## config.mk

```make
export PLATFORM = sky130hd
export DESIGN_NAME = work_sender
export DESIGN_NICKNAME = d
export VERILOG_FILES = /design/src/rtl/miner_pkg.sv /design/src/rtl/uart_rx_byte.sv /design/src/rtl/work_sender.sv
export SDC_FILE = /design/constraint.sdc
export NUM_CORES = 1
export LEC_CHECK = 0
export BUFFER_PORTS_ARGS = -buffer_cell sky130_fd_sc_hd__buf_2
export CORE_UTILIZATION = 30
export DETAILED_ROUTE_END_ITERATION = 10
export PLACE_DENSITY_LB_ADDON = 0.12
export SLEW_MARGIN = 20
export SYNTH_ARGS = -nofsm -noshare
export SYNTH_HDL_FRONTEND = slang
export SYNTH_HIERARCHICAL = 1
export SYNTH_SLANG_ARGS = --single-unit
```

## constraint.sdc

```tcl
create_clock -name comm_clk -period 3.8 [get_ports comm_clk]
set_input_delay 0.57 -clock comm_clk [delete_from_list [all_inputs] [get_ports comm_clk]]
set_output_delay 0.57 -clock comm_clk [all_outputs]
set_load 0.01 [all_outputs]
```

## src/rtl/miner_pkg.sv

```systemverilog
// Shared types and constants for the host-side miner UART job link.
package miner_pkg;

    localparam int unsigned FRAME_BYTES     = 52;
    localparam int unsigned NONCE_BYTES     = 4;
    localparam int unsigned RX_TIMEOUT_BITS = 20;
    localparam int unsigned JOB_BITS        = FRAME_BYTES * 8;

    typedef enum logic [1:0] {IDLE, START, DATA, STOP} tx_state_t;
    typedef enum logic [1:0] {R_IDLE, R_START, R_DATA, R_STOP} rx_state_t;

    // Field order matches the on-wire byte order, MSB byte first.
    typedef struct packed {
        logic [255:0] midstate;
        logic [95:0]  work_data;
        logic [31:0]  nonce_min;
        logic [31:0]  nonce_max;
    } job_t;

endpackage

```

## src/rtl/uart_rx_byte.sv

```systemverilog
// 8N1 UART byte receiver: synchronizer, start-bit glitch filter, mid-bit sampler,
// and single-cycle strobes on the stop-bit sample cycle.
module uart_rx_byte
    import miner_pkg::*;
#(
    parameter int unsigned CLKS_PER_BIT = 16
) (
    input  logic       i_clk,
    input  logic       i_reset,
    input  logic       i_rx,
    output logic [7:0] o_data,
    output logic       o_valid_c,
    output logic       o_stop_err_c,
    output logic       o_busy_c
);

    localparam int unsigned BAUD_W = $clog2(CLKS_PER_BIT);
    localparam logic [BAUD_W-1:0] BAUD_LAST = BAUD_W'(CLKS_PER_BIT - 1);
    localparam logic [BAUD_W-1:0] BAUD_HALF = BAUD_W'(CLKS_PER_BIT / 2 - 1);

    rx_state_t         r_state;
    logic [1:0]        r_sync;
    logic              r_rx_prev;
    logic [BAUD_W-1:0] r_baud;
    logic [2:0]        r_bit;
    logic [7:0]        r_shift;
    logic              w_rx;
    logic              w_fall;
    logic              w_stop_sample;

    assign w_rx          = r_sync[1];
    assign w_fall        = r_rx_prev && !w_rx;
    assign w_stop_sample = (r_state == R_STOP) && (r_baud == BAUD_LAST);

    assign o_data       = r_shift;
    assign o_valid_c    = w_stop_sample && w_rx;
    assign o_stop_err_c = w_stop_sample && !w_rx;
    assign o_busy_c     = (r_state != R_IDLE);

    always_ff @(posedge i_clk) begin
        if (i_reset) begin
            r_sync    <= 2'b11;
            r_rx_prev <= 1'b1;
            r_state   <= R_IDLE;
            r_baud    <= '0;
            r_bit     <= '0;
            r_shift   <= '0;
        end else begin
            r_sync    <= {r_sync[0], i_rx};
            r_rx_prev <= w_rx;
            case (r_state)
                R_IDLE: begin
                    r_baud <= '0;
                    if (w_fall) begin
                        r_state <= R_START;
                    end
                end
                // A line that is high again at half a bit was a glitch, not a start bit.
                R_START: begin
                    if (r_baud == BAUD_HALF) begin
                        r_baud  <= '0;
                        r_bit   <= '0;
                        r_state <= w_rx ? R_IDLE : R_DATA;
                    end else begin
                        r_baud <= r_baud + 1'b1;
                    end
                end
                R_DATA: begin
                    if (r_baud == BAUD_LAST) begin
                        r_baud  <= '0;
                        r_shift <= {w_rx, r_shift[7:1]};
                        r_bit   <= r_bit + 1'b1;
                        if (r_bit == 3'd7) begin
                            r_state <= R_STOP;
                        end
                    end else begin
                        r_baud <= r_baud + 1'b1;
                    end
                end
                R_STOP: begin
                    if (r_baud == BAUD_LAST) begin
                        r_baud  <= '0;
                        r_state <= R_IDLE;
                    end else begin
                        r_baud <= r_baud + 1'b1;
                    end
                end
                default: r_state <= R_IDLE;
            endcase
        end
    end

endmodule

```

## src/rtl/work_sender.sv

```systemverilog
// Host end of the miner UART link: serializes one 52-byte job frame and
// assembles 4-byte golden-nonce replies from the miner.
module work_sender
    import miner_pkg::*;
#(
    parameter int unsigned baud_rate    = 9600,
    parameter int unsigned sys_clk_freq = 48000000
) (
    input  logic         comm_clk,
    input  logic         reset,
    input  logic         job_valid,
    output logic         job_ready,
    input  logic [255:0] midstate,
    input  logic [95:0]  work_data,
    input  logic [31:0]  nonce_min,
    input  logic [31:0]  nonce_max,
    output logic         tx_serial,
    output logic         tx_busy,
    input  logic         rx_serial,
    output logic [31:0]  golden_nonce,
    output logic         golden_valid,
    output logic         rx_frame_err
);

    localparam int unsigned CLKS_PER_BIT = sys_clk_freq / baud_rate;
    localparam int unsigned BAUD_W       = $clog2(CLKS_PER_BIT);
    localparam int unsigned BYTE_W       = $clog2(FRAME_BYTES);
    localparam int unsigned IDX_W        = $clog2(NONCE_BYTES);
    localparam int unsigned GAP_CYCLES   = RX_TIMEOUT_BITS * CLKS_PER_BIT;
    localparam int unsigned GAP_W        = $clog2(GAP_CYCLES + 1);
    localparam logic [BAUD_W-1:0] BAUD_LAST = BAUD_W'(CLKS_PER_BIT - 1);
    localparam logic [BYTE_W-1:0] BYTE_LAST = BYTE_W'(FRAME_BYTES - 1);
    localparam logic [IDX_W-1:0]  IDX_LAST  = IDX_W'(NONCE_BYTES - 1);

    tx_state_t           r_state;
    logic [JOB_BITS-1:0] r_shift;
    logic [7:0]          r_tx_byte;
    logic [BAUD_W-1:0]   r_baud;
    logic [2:0]          r_bit;
    logic [BYTE_W-1:0]   r_byte;
    job_t                w_job;
    logic                w_accept;

    assign w_job     = '{midstate: midstate, work_data: work_data,
                         nonce_min: nonce_min, nonce_max: nonce_max};
    assign job_ready = (r_state == IDLE) && !reset;
    assign w_accept  = job_valid && job_ready;

    // TX serializer: the frame shifts out MSB byte first, each byte LSB first.
    always_ff @(posedge comm_clk) begin
        if (reset) begin
            r_state   <= IDLE;
            r_shift   <= '0;
            r_tx_byte <= '0;
            r_baud    <= '0;
            r_bit     <= '0;
            r_byte    <= '0;
            tx_serial <= 1'b1;
            tx_busy   <= 1'b0;
        end else begin
            case (r_state)
                IDLE: begin
                    if (w_accept) begin
                        r_shift   <= w_job;
                        r_baud    <= '0;
                        r_byte    <= '0;
                        tx_serial <= 1'b0;
                        tx_busy   <= 1'b1;
                        r_state   <= START;
                    end
                end
                START: begin
                    if (r_baud == BAUD_LAST) begin
                        r_baud    <= '0;
                        r_bit     <= '0;
                        tx_serial <= r_shift[JOB_BITS-8];
                        r_tx_byte <= 8'(r_shift[JOB_BITS-1 -: 8] >> 1);
                        r_shift   <= r_shift << 8;
                        r_state   <= DATA;
                    end else begin
                        r_baud <= r_baud + 1'b1;
                    end
                end
                DATA: begin
                    if (r_baud == BAUD_LAST) begin
                        r_baud <= '0;
                        r_bit  <= r_bit + 1'b1;
                        if (r_bit == 3'd7) begin
                            tx_serial <= 1'b1;
                            r_state   <= STOP;
                        end else begin
                            tx_serial <= r_tx_byte[0];
                            r_tx_byte <= r_tx_byte >> 1;
                        end
                    end else begin
                        r_baud <= r_baud + 1'b1;
                    end
                end
                STOP: begin
                    if (r_baud == BAUD_LAST) begin
                        r_baud <= '0;
                        if (r_byte == BYTE_LAST) begin
                            r_byte  <= '0;
                            tx_busy <= 1'b0;
                            r_state <= IDLE;
                        end else begin
                            r_byte    <= r_byte + 1'b1;
                            tx_serial <= 1'b0;
                            r_state   <= START;
                        end
                    end else begin
                        r_baud <= r_baud + 1'b1;
                    end
                end
                default: r_state <= IDLE;
            endcase
        end
    end

    logic [7:0]         w_rx_data;
    logic               w_rx_valid;
    logic               w_rx_err;
    logic               w_rx_busy;
    logic [23:0]        r_acc;
    logic [IDX_W-1:0]   r_idx;
    logic [GAP_W-1:0]   r_gap;

    uart_rx_byte #(
        .CLKS_PER_BIT(CLKS_PER_BIT)
    ) u_rx (
        .i_clk       (comm_clk),
        .i_reset     (reset),
        .i_rx        (rx_serial),
        .o_data      (w_rx_data),
        .o_valid_c   (w_rx_valid),
        .o_stop_err_c(w_rx_err),
        .o_busy_c    (w_rx_busy)
    );

    // Nonce assembler: the first three bytes wait in r_acc, the fourth completes the word.
    always_ff @(posedge comm_clk) begin
        if (reset) begin
            r_acc        <= '0;
            r_idx        <= '0;
            r_gap        <= '0;
            golden_nonce <= '0;
            golden_valid <= 1'b0;
            rx_frame_err <= 1'b0;
        end else begin
            golden_valid <= 1'b0;
            rx_frame_err <= 1'b0;
            if (w_rx_err) begin
                rx_frame_err <= 1'b1;
                r_idx        <= '0;
                r_acc        <= '0;
                r_gap        <= '0;
            end else if (w_rx_valid) begin
                r_acc <= {r_acc[15:0], w_rx_data};
                r_gap <= '0;
                if (r_idx == IDX_LAST) begin
                    golden_nonce <= {r_acc, w_rx_data};
                    golden_valid <= 1'b1;
                    r_idx        <= '0;
                end else begin
                    r_idx <= r_idx + 1'b1;
                end
            end else if ((r_idx != '0) && !w_rx_busy) begin
                // A stalled partial nonce is dropped silently once the line idles too long.
                if (r_gap == GAP_W'(GAP_CYCLES)) begin
                    r_idx <= '0;
                    r_gap <= '0;
                end else begin
                    r_gap <= r_gap + 1'b1;
                end
            end else begin
                r_gap <= '0;
            end
        end
    end

endmodule
```

# Yosys cells after proc, flatten, opt, wreduce, memory -nomap -nowiden
# Cells that the tools add are included.
[classes]
reduce_logical = 37
mux = 54
eq_ne = 27
addsub = 7
n_bitwise = 3
[op_table]
columns = ["operator", "count"]
rows = [
  ["416-bit two-way mux", 2],
  ["416-bit one-hot mux with 2 select lines", 1],
  ["13-bit two-way mux", 4],
  ["13-bit one-hot mux with 3 select lines", 1],
  ["2-bit two-way mux", 15],
  ["13-bit by 1-bit adder with 13-bit output (second input constant)", 2],
  ["13-bit == test (second input constant)", 2],
  ["13-bit one-hot mux with 2 select lines", 1],
  ["8-bit two-way mux", 3],
  ["6-bit two-way mux", 3],
  ["2-bit != test (second input constant)", 9],
  ["17-bit by 1-bit adder with 17-bit output (second input constant)", 1],
  ["17-bit == test (second input constant)", 1],
  ["2-bit one-hot mux with 4 select lines", 2],
  ["8-bit one-hot mux with 2 select lines", 1],
  ["2-bit nonzero test", 8],
  ["3-bit AND reduction", 5],
  ["5-bit AND reduction", 3],
  ["13-bit by 12-bit == test with 1-bit output (second input constant)", 1],
  ["1-bit two-way mux", 12],
  ["3-bit two-way mux", 4],
  ["3-bit one-hot mux with 2 select lines", 2],
  ["6-bit one-hot mux with 2 select lines", 1],
  ["2-bit == test (second input constant)", 5],
  ["18 further kinds", 39],
]
[word_totals]
out_inout_bits = 37
regBits = 556
wordCells = 148

# Depth between registers and ports, before layout
# Gate-level depths: netlist of run 1.
[depth]
ltp_word = 5
depth_mapped = 10
depth_no_buf = 8

# Hierarchy
# Netlist of run 1, hierarchy kept.
[modules_own_cells]
columns = ["module", "area_per_inst_um2", "n_inst", "seq_area_each_um2", "cells_per_inst"]
rows = [
  ["work_sender", 21929.8, 1, 10530.1, 2389],
  ["uart_rx_byte", 1330.0, 1, 580.6, 155],
]

# Worst setup path before layout of run 1
# No wires, ideal clock.
[synth_timing]
path_kind = "reg-to-reg"
start = "reg u_rx.r_baud[0]"
end = "reg r_acc[10]"
stages_incl_launch_ff = 9
arrival_time_ns = 2.528
slack_ns = 1.145
setup_time_ns = 0.128
path_cell_list = "dfxtp_1 ha_1 nand4b_1 or3_4 nor3_1 clkbuf_1 clkbuf_1 mux2i_1 nor2_1"
[synth_via]
word_cells_on_any_way = 5
[synth_rtl]
columns = ["element", "line", "rtl"]
rows = [
  ["start: declaration", "uart_rx_byte.sv:24", "logic [BAUD_W-1:0] r_baud;"],
  ["start signal: assignment", "uart_rx_byte.sv:65", "r_baud <= r_baud + 1'b1;"],
  ["start signal: assignment", "uart_rx_byte.sv:77", "r_baud <= r_baud + 1'b1;"],
  ["start signal: assignment", "uart_rx_byte.sv:85", "r_baud <= r_baud + 1'b1;"],
  ["13-bit == test", "uart_rx_byte.sv:33", "assign w_stop_sample = (r_state == R_STOP) && (r_baud == BAUD_LAST);"],
  ["1-bit logical AND", "uart_rx_byte.sv:33", ""],
  ["1-bit logical AND", "uart_rx_byte.sv:36", "assign o_valid_c = w_stop_sample && w_rx;"],
  ["named net w_rx_valid", "work_sender.sv:121", "logic w_rx_valid;"],
  ["end signal: assignment", "work_sender.sv:158", "r_acc <= {r_acc[15:0], w_rx_data};"],
  ["end: declaration", "work_sender.sv:124", "logic [23:0] r_acc;"],
]
# The timed path passes the listed nets, and every way through them passes these cells.
# A chain may end at the register's enable or synchronous reset.

==> impl_results.md, run 1 <==
- Die Width: 280.4 um
- Fin. Hold Viols: 0
- Placed Area: 26050 sq um
- Clock sink count: 555
- Class of the tightest hold or removal check: primary input to flip-flop
- Warnings, synthesis: 6
- Syn Area/Cell: 9.143 sq um
- WP data required: 3230 ps
- Most common cell after layout, fill and taps aside: nor2_1
- Final period util: 0.7654
- Die area: 78650 sq um
- Post-CTS resize count: 0
- Top fanout value on the critical path: 15
- Top-area cell type share of the netlist area: 0.4777
- Critical Path, Cell by Cell: inv_1 -> ha_1 -> inv_1 -> nor2_1 -> buf_2
- Tmin final: 2909 ps
- Wirelength per Cell: 18.42 um
- R2R Setup Slk: 940 ps
- Max H-tree Level: 3
- Clk_lat worst skew: 590 ps
- Post-route cell area: 28300 sq um
- Initial DRC Count: 1586
- Dominant cell type by area after synthesis: dfxtp_1
- Max Fclk: 343.8 MHz
- NumNets Final: 3315
- Most frequent cells in the layout: 884 x nor2_1, 555 x dfxtp_1, 455 x buf_2
- Mapped Nets: 2980
- Post-Route Setup TNS: 0 ps
- Vias in the first global route: 19580
- Post-layout util: 0.3708
- Max cap viols: 0
- Area growth syn-to-layout: 21.67%
- First-pass DRT Iterations: 5
- CTS Root Buffer Type: clkbuf_16
- Worst Reg-to-Reg Cells: 8
- Core Region: 76330 sq um
- Share of cells above drive strength 1: 0.2790
- Routed vias/inst: 5.059
- Synth async-reset ratio: 0
- Critical path launch point type: flip-flop
- Most frequent CP cell: inv_1
- GP Congestion: 0.7933
- Outcome: finished, final reports clean
- R2r endpoint: r_shift[318]
- Final Skew: 23.89 ps
- Site Rows: 101
- Max Root-Sink Buffers: 3
- HP Start: rx_serial
- Largest net degree at the start of global routing: 183
- R2R Path Start: r_state[0]
- Residual DRC: 0
- Sequential area share after synthesis: 0.4777
- Pwr Density: 597.8 nW/um^2
- CTS clock-pin slew for the worst setup and hold paths: 60 ps
- End of the worst hold path: u_rx/r_sync[0]
- Fin. max-slew vios: 0
- Worst setup margin: 891.3 ps
- DP HPWL: 49730 um
- PortBufs: 456
- EDFF count, synth: 0
- Worst slew margin: 0.3641
- Hold path cells: 2
- Unrepaired setup endpoints after global routing: no
- CP max-delay cell: ha_1
- Crit end category: output port
- Setup Buffers After CTS: 0
- Total congestion overflow: 0
- Most used routing layer: met2
- Top area cells in the synthesized netlist: dfxtp_1 48%, nor2_1 14%, o221a_2 10%
- Met1 Use GR: 0.2417
- Post-Route WL: 73010 um
- Yosys cell types: 64
- Maximum vdd ir drop: 0.2931 mV
- CP Class: flip-flop to output port
- CP arrival: 2340 ps
- Met2 Track Usage GR: 0.2800
- Met3 Use GR: 0.03323
- Hold_buf cts: 0
- Pre-CTS setup slack: 992.4 ps
- Synth Register Bits: 555
- Via Count: 20050
- Pleak: 11.24 nW
- I/O pins: 457
- Fin Hold WS: 168.8 ps
- First-pass GRT wire length: 111600 um
- Fillers: 7893
- Mapped Cells: 2544
- Main synth FF type: dfxtp_1
- Mapped Area: 23260 sq um
- CTS tree: built
- Initial antenna violation count: 14
- Actual slew at the worst max-slew pin: 953.9 ps
- Die Ht: 280.4 um
- CTS Buf Count: 66
- ANT nets after route: 0
- Gr usage total: 0.1773
- Endpoints failing setup: 0
- Effective utilization at floorplan: 0.3047
- Peak per-stage delay on the critical path: 590 ps
-- flip-flops by register name (all words and copies together), names as in the netlist, 2 cells and up, named ones only --
name          count
r_shift         416
golden_nonce     32
r_acc            24
r_gap            17
r_baud           13
u_rx/r_baud      13
u_rx/o_data       8
r_tx_byte         7
r_byte            6
r_bit             3
u_rx/r_bit        3
r_idx             2
r_state           2
u_rx/r_sync       2
-- per-stage QoR --
stage	instances	total power, W
global placement	3841	0.01043
global route	3963	0.01779
detailed placement	3841	0.01049
floorplan	2544	0.009499
finish	3963	0.01692
CTS	3955	0.01717
-- worst max-delay path: cells and delay by family (launching register included) --
| family | cells | cell delay (ps) |
|---|---|---|
| simple gates | 1 | 240 |
| buf+inv | 3 | 570 |
| fa+ha+maj | 1 | 590 |
| flops | 1 | 340 |
-- cells in the mapped netlist (14+ instances only) --
cell	n
nor2_1	884
dfxtp_1	555
o221a_2	208
o221a_1	200
clkbuf_1	123
nand2_1	94
a21oi_1	68
buf_6	44
buf_2	40
nand3_1	37
mux2i_1	32
inv_1	20
o21ai_0	19
ha_1	16
nand4_1	14
xnor2_1	14
-- worst max-delay path by stage --
| stage | slack [ps] | cells after the start | from | end |
|---|---|---|---|---|
| finish | 890 | 5 | r_state[0] | job_ready |
| global route | 720 | 5 | r_state[0] | job_ready |
| CTS | 790 | 5 | r_state[0] | job_ready |
| detailed placement | 990 | 8 | r_state[0] | r_shift[97] |
| global placement | 1050 | 8 | r_state[0] | r_shift[374] |
| floorplan | 1140 | 8 | u_rx/r_baud[0] | r_acc[10] |
-- logic make-up (layout without fill, tap and decap cells) --
kind of cell    Yosys count  count (layout)  share of synthesized area
compound gates          560             560                     0.2385
xor+xnor                 23              23                   0.008661
fa+ha+maj                16              16                   0.008607
buf+inv                 238             619                    0.05476
flops                   555             555                     0.4777
mux                      32              32                    0.01377
other cells               0               8                          0
simple gates           1120            1120                     0.1980
-- layer usage --
metal | up-vias | part of all wire
met3 | 96 | 0.051
li1 | 9875 | -
met5 | - | 0.00077
met4 | 8 | 0.022
met2 | 479 | 0.46
met1 | 9591 | 0.47
-- power by group --
| part | internal [W] | switching [W] |
|---|---|---|
| Sequential | 0.00684 | 0.000717 |
| Combinational | 0.00131 | 0.00150 |
| Clock | 0.00403 | 0.00253 |
| Total | 0.0122 | 0.00474 |
-- area by class of cell --
class | instances | area (sq um) | share of cell area
flip-flops and latches | 555 | 11110 | 0.3926
multi-input cells | 1751 | 10930 | 0.3860
repair buffers | 485 | 2648 | 0.09355
clock buffers | 95 | 1944 | 0.06870
well taps | 1030 | 1289 | 0.04554
clock inverters | 19 | 289.0 | 0.01021
inverters | 20 | 75.07 | 0.002653
diodes | 8 | 20.02 | 0.0007074
No activity file was read; power rests on OpenSTA's default activity.
==> run 2, diff against run 1 <==
clock period = 2.7 ns   (was 3.8 ns; I/O delays follow)
==> impl_results.md, run 2 (same netlist as run 1, synthesis figures left out) <==
- Outcome: finished, final reports clean (unchanged)
- Vias in the first global route: 19670 (was 19580)
- Die Width: 280.4 um (unchanged)
- Site Rows: 101 (unchanged)
- Worst path bufs/invs: 3 (unchanged)
- Final period util: 0.9364
- Crit path depth: 8 (was 5)
- CTS clock-pin slew for the worst setup and hold paths: 60 ps (about the same)
- Critical Path, Cell by Cell: ha_1 -> and4_1 -> o2111ai_1 -> o21ai_4 -> buf_12 -> buf_12 -> buf_12 -> o221a_1 (was inv_1 -> ha_1 -> inv_1 -> nor2_1 -> buf_2)
- DP HPWL: 50310 um (was 49730 um)
- CP arrival: 3090 ps (was 2340 ps)
- Pleak: 11.38 nW (was 11.24 nW)
- Area of the multi-input gates: 10930 sq um (unchanged)
- Largest register FFs: 416 (unchanged)
- Post-Route WL: 72970 um (was 73010 um)
- Crit end category: flip-flop (was output port)
- Largest reg by FF count: r_shift (unchanged)
- Worst Reg-to-Reg Cells: 8 (unchanged)
- ANT nets after route: 0 (unchanged)
- First-pass GRT wire length: 111600 um (about the same)
- Placed Area: 26390 sq um (was 26050 sq um)
- Final Skew: 18.10 ps (was 23.89 ps)
- CTS tree: built (unchanged)
- Largest net degree at the start of global routing: 223 (was 183)
- R2R Setup Slk: 170 ps (was 940 ps)
- CTS Buf Count: 61 (was 66)
- Share of cells above drive strength 1: 0.2825 (was 0.2790)
- Fin. Hold Viols: 0 (unchanged)
- Most frequent cells in the layout: 884 x nor2_1, 555 x dfxtp_1, 455 x buf_2 (unchanged)
- I/O pins: 457 (unchanged)
- Most frequent CP cell: buf_12 (was inv_1)
- Biggest regs: r_shift: 416 flops, golden_nonce: 32 flops, r_acc: 24 flops (unchanged)
- Tmin final: 2528 ps
- First-pass DRT Iterations: 5 (unchanged)
- Gr usage total: 0.1762 (was 0.1773)
- Core Region: 76330 sq um (unchanged)
- M1 WL: 34540 um (was 34160 um)
- R2r endpoint: r_shift[134] (was r_shift[318])
- Post-route cell area: 28510 sq um (was 28300 sq um)
- Wirelength per Cell: 18.29 um (was 18.42 um)
- Most common cell after layout, fill and taps aside: nor2_1 (unchanged)
- Effective utilization at floorplan: 0.3047 (unchanged)
- Die area: 78650 sq um (unchanged)
- Top fanout value on the critical path: 28 (was 15)
- Class of the tightest hold or removal check: primary input to flip-flop (unchanged)
- Fin. max-slew vios: 0 (unchanged)
- Initial antenna violation count: 7 (was 14)
- Max Fclk: 395.5 MHz
- Via Count: 19970 (was 20050)
- Max Root-Sink Buffers: 3 (unchanged)
- Actual slew at the worst max-slew pin: 1039 ps (was 953.9 ps)
- Clock sink count: 555 (unchanged)
- Critical path launch point type: flip-flop (unchanged)
- Endpoints failing setup: 0 (unchanged)
- Critical path origin: r_baud[0] (was r_state[0])
- Max cap viols: 0 (unchanged)
- GP Congestion: 0.7803 (was 0.7933)
- Post-Route Setup TNS: 0 ps (unchanged)
- Top delay family on crit path: compound AO/OA/AOI/OAI gates (was adder cells)
- Pwr Density: 816.0 nW/um^2 (was 597.8 nW/um^2)
- Seq. cell area: 11110 sq um (unchanged)
- Routed vias/inst: 5.007 (was 5.059)
- Crit path to: r_shift[134] (was job_ready)
- Met2 routed WL: 33580 um (was 33470 um)
- CP max-delay cell: dfxtp_1 (was ha_1)
- Residual DRC: 0 (unchanged)
- Die Ht: 280.4 um (unchanged)
- Initial DRC Count: 1190 (was 1586)
- Total congestion overflow: 0 (unchanged)
- WL met3: 3290 um (was 3756 um)
- Worst slew margin: 0.3070 (was 0.3641)
- CTS Root Buffer Type: clkbuf_16 (unchanged)
- Peak per-stage delay on the critical path: 380 ps (was 590 ps)
- Unrepaired setup endpoints after global routing: no (unchanged)
- NumNets Final: 3341 (was 3315)
- WP data required: 3260 ps (was 3230 ps)
- Maximum vdd ir drop: 0.5625 mV (was 0.2931 mV)
- Fillers: 7927 (was 7893)
- Highest routed layer: met5 (unchanged)
- Area growth syn-to-layout: 22.59% (was 21.67%)
- CP Class: flip-flop to flip-flop (was flip-flop to output port)
- PortBufs: 456 (unchanged)
- R2R Path Start: r_baud[0] (was r_state[0])
- Clk_lat worst skew: 620 ps (was 590 ps)
- Max H-tree Level: 2 (was 3)
## run 2: area by class of cell
type                       instances  area share
sequential                       555      0.3897
multi-input combinational       1751      0.3832
inverter                          20    0.002633
antenna                            3   0.0002633
tap                             1030     0.04520
clock inverter                    15    0.005617
clock buffer                      99     0.06600
timing repair buffer             516      0.1075
## run 2: worst min path at each step
stage / startpoint / end / cells past startpoint
after global placement: u_rx/r_sync[0] / u_rx/r_sync[1] / 1
after CTS: nonce_max[7] / r_shift[7] / 2
after global routing: nonce_max[7] / r_shift[7] / 2
final: nonce_max[7] / r_shift[7] / 2
after floorplan: u_rx/r_sync[0] / u_rx/r_sync[1] / 1
after detailed placement: u_rx/r_sync[0] / u_rx/r_sync[1] / 1
## run 2: timing repair
action	in CTS	in global routing
resized for setup	0	1
hold buffers	7	0
setup endpoints to repair	0	1
buffers inserted	0	0
hold endpoints to repair	7	0
## run 2: layer usage
metal	track usage	up-vias
met5	0	-
met3	0.02648	92
met1	0.2439	9489
met4	0.04736	2
met2	0.2837	462
li1	-	9927
## run 2: per-stage QoR
stage	setup WS (ps)	hold slack, ps	std cells	power, W	utilization
2_1_floorplan	44.86	389.5	2544	0.01337	-
3_3_place_gp	210.6	406.8	3865	0.01489	0.3457
3_5_place_dp	189.5	399.9	3865	0.01496	0.3457
4_1_cts	124.5	3.000	3986	0.02359	0.3734
5_1_grt	25.72	22.06	3988	0.02446	0.3735
6_report	171.8	48.20	3989	0.02327	0.3736
## run 2: power breakdown
part           internal, W  switching [W]  leakage [nW]
Clock              0.00502        0.00347          1.01
Combinational      0.00200        0.00215          5.83
Sequential         0.00962        0.00101          4.54
Total               0.0166        0.00663          11.4
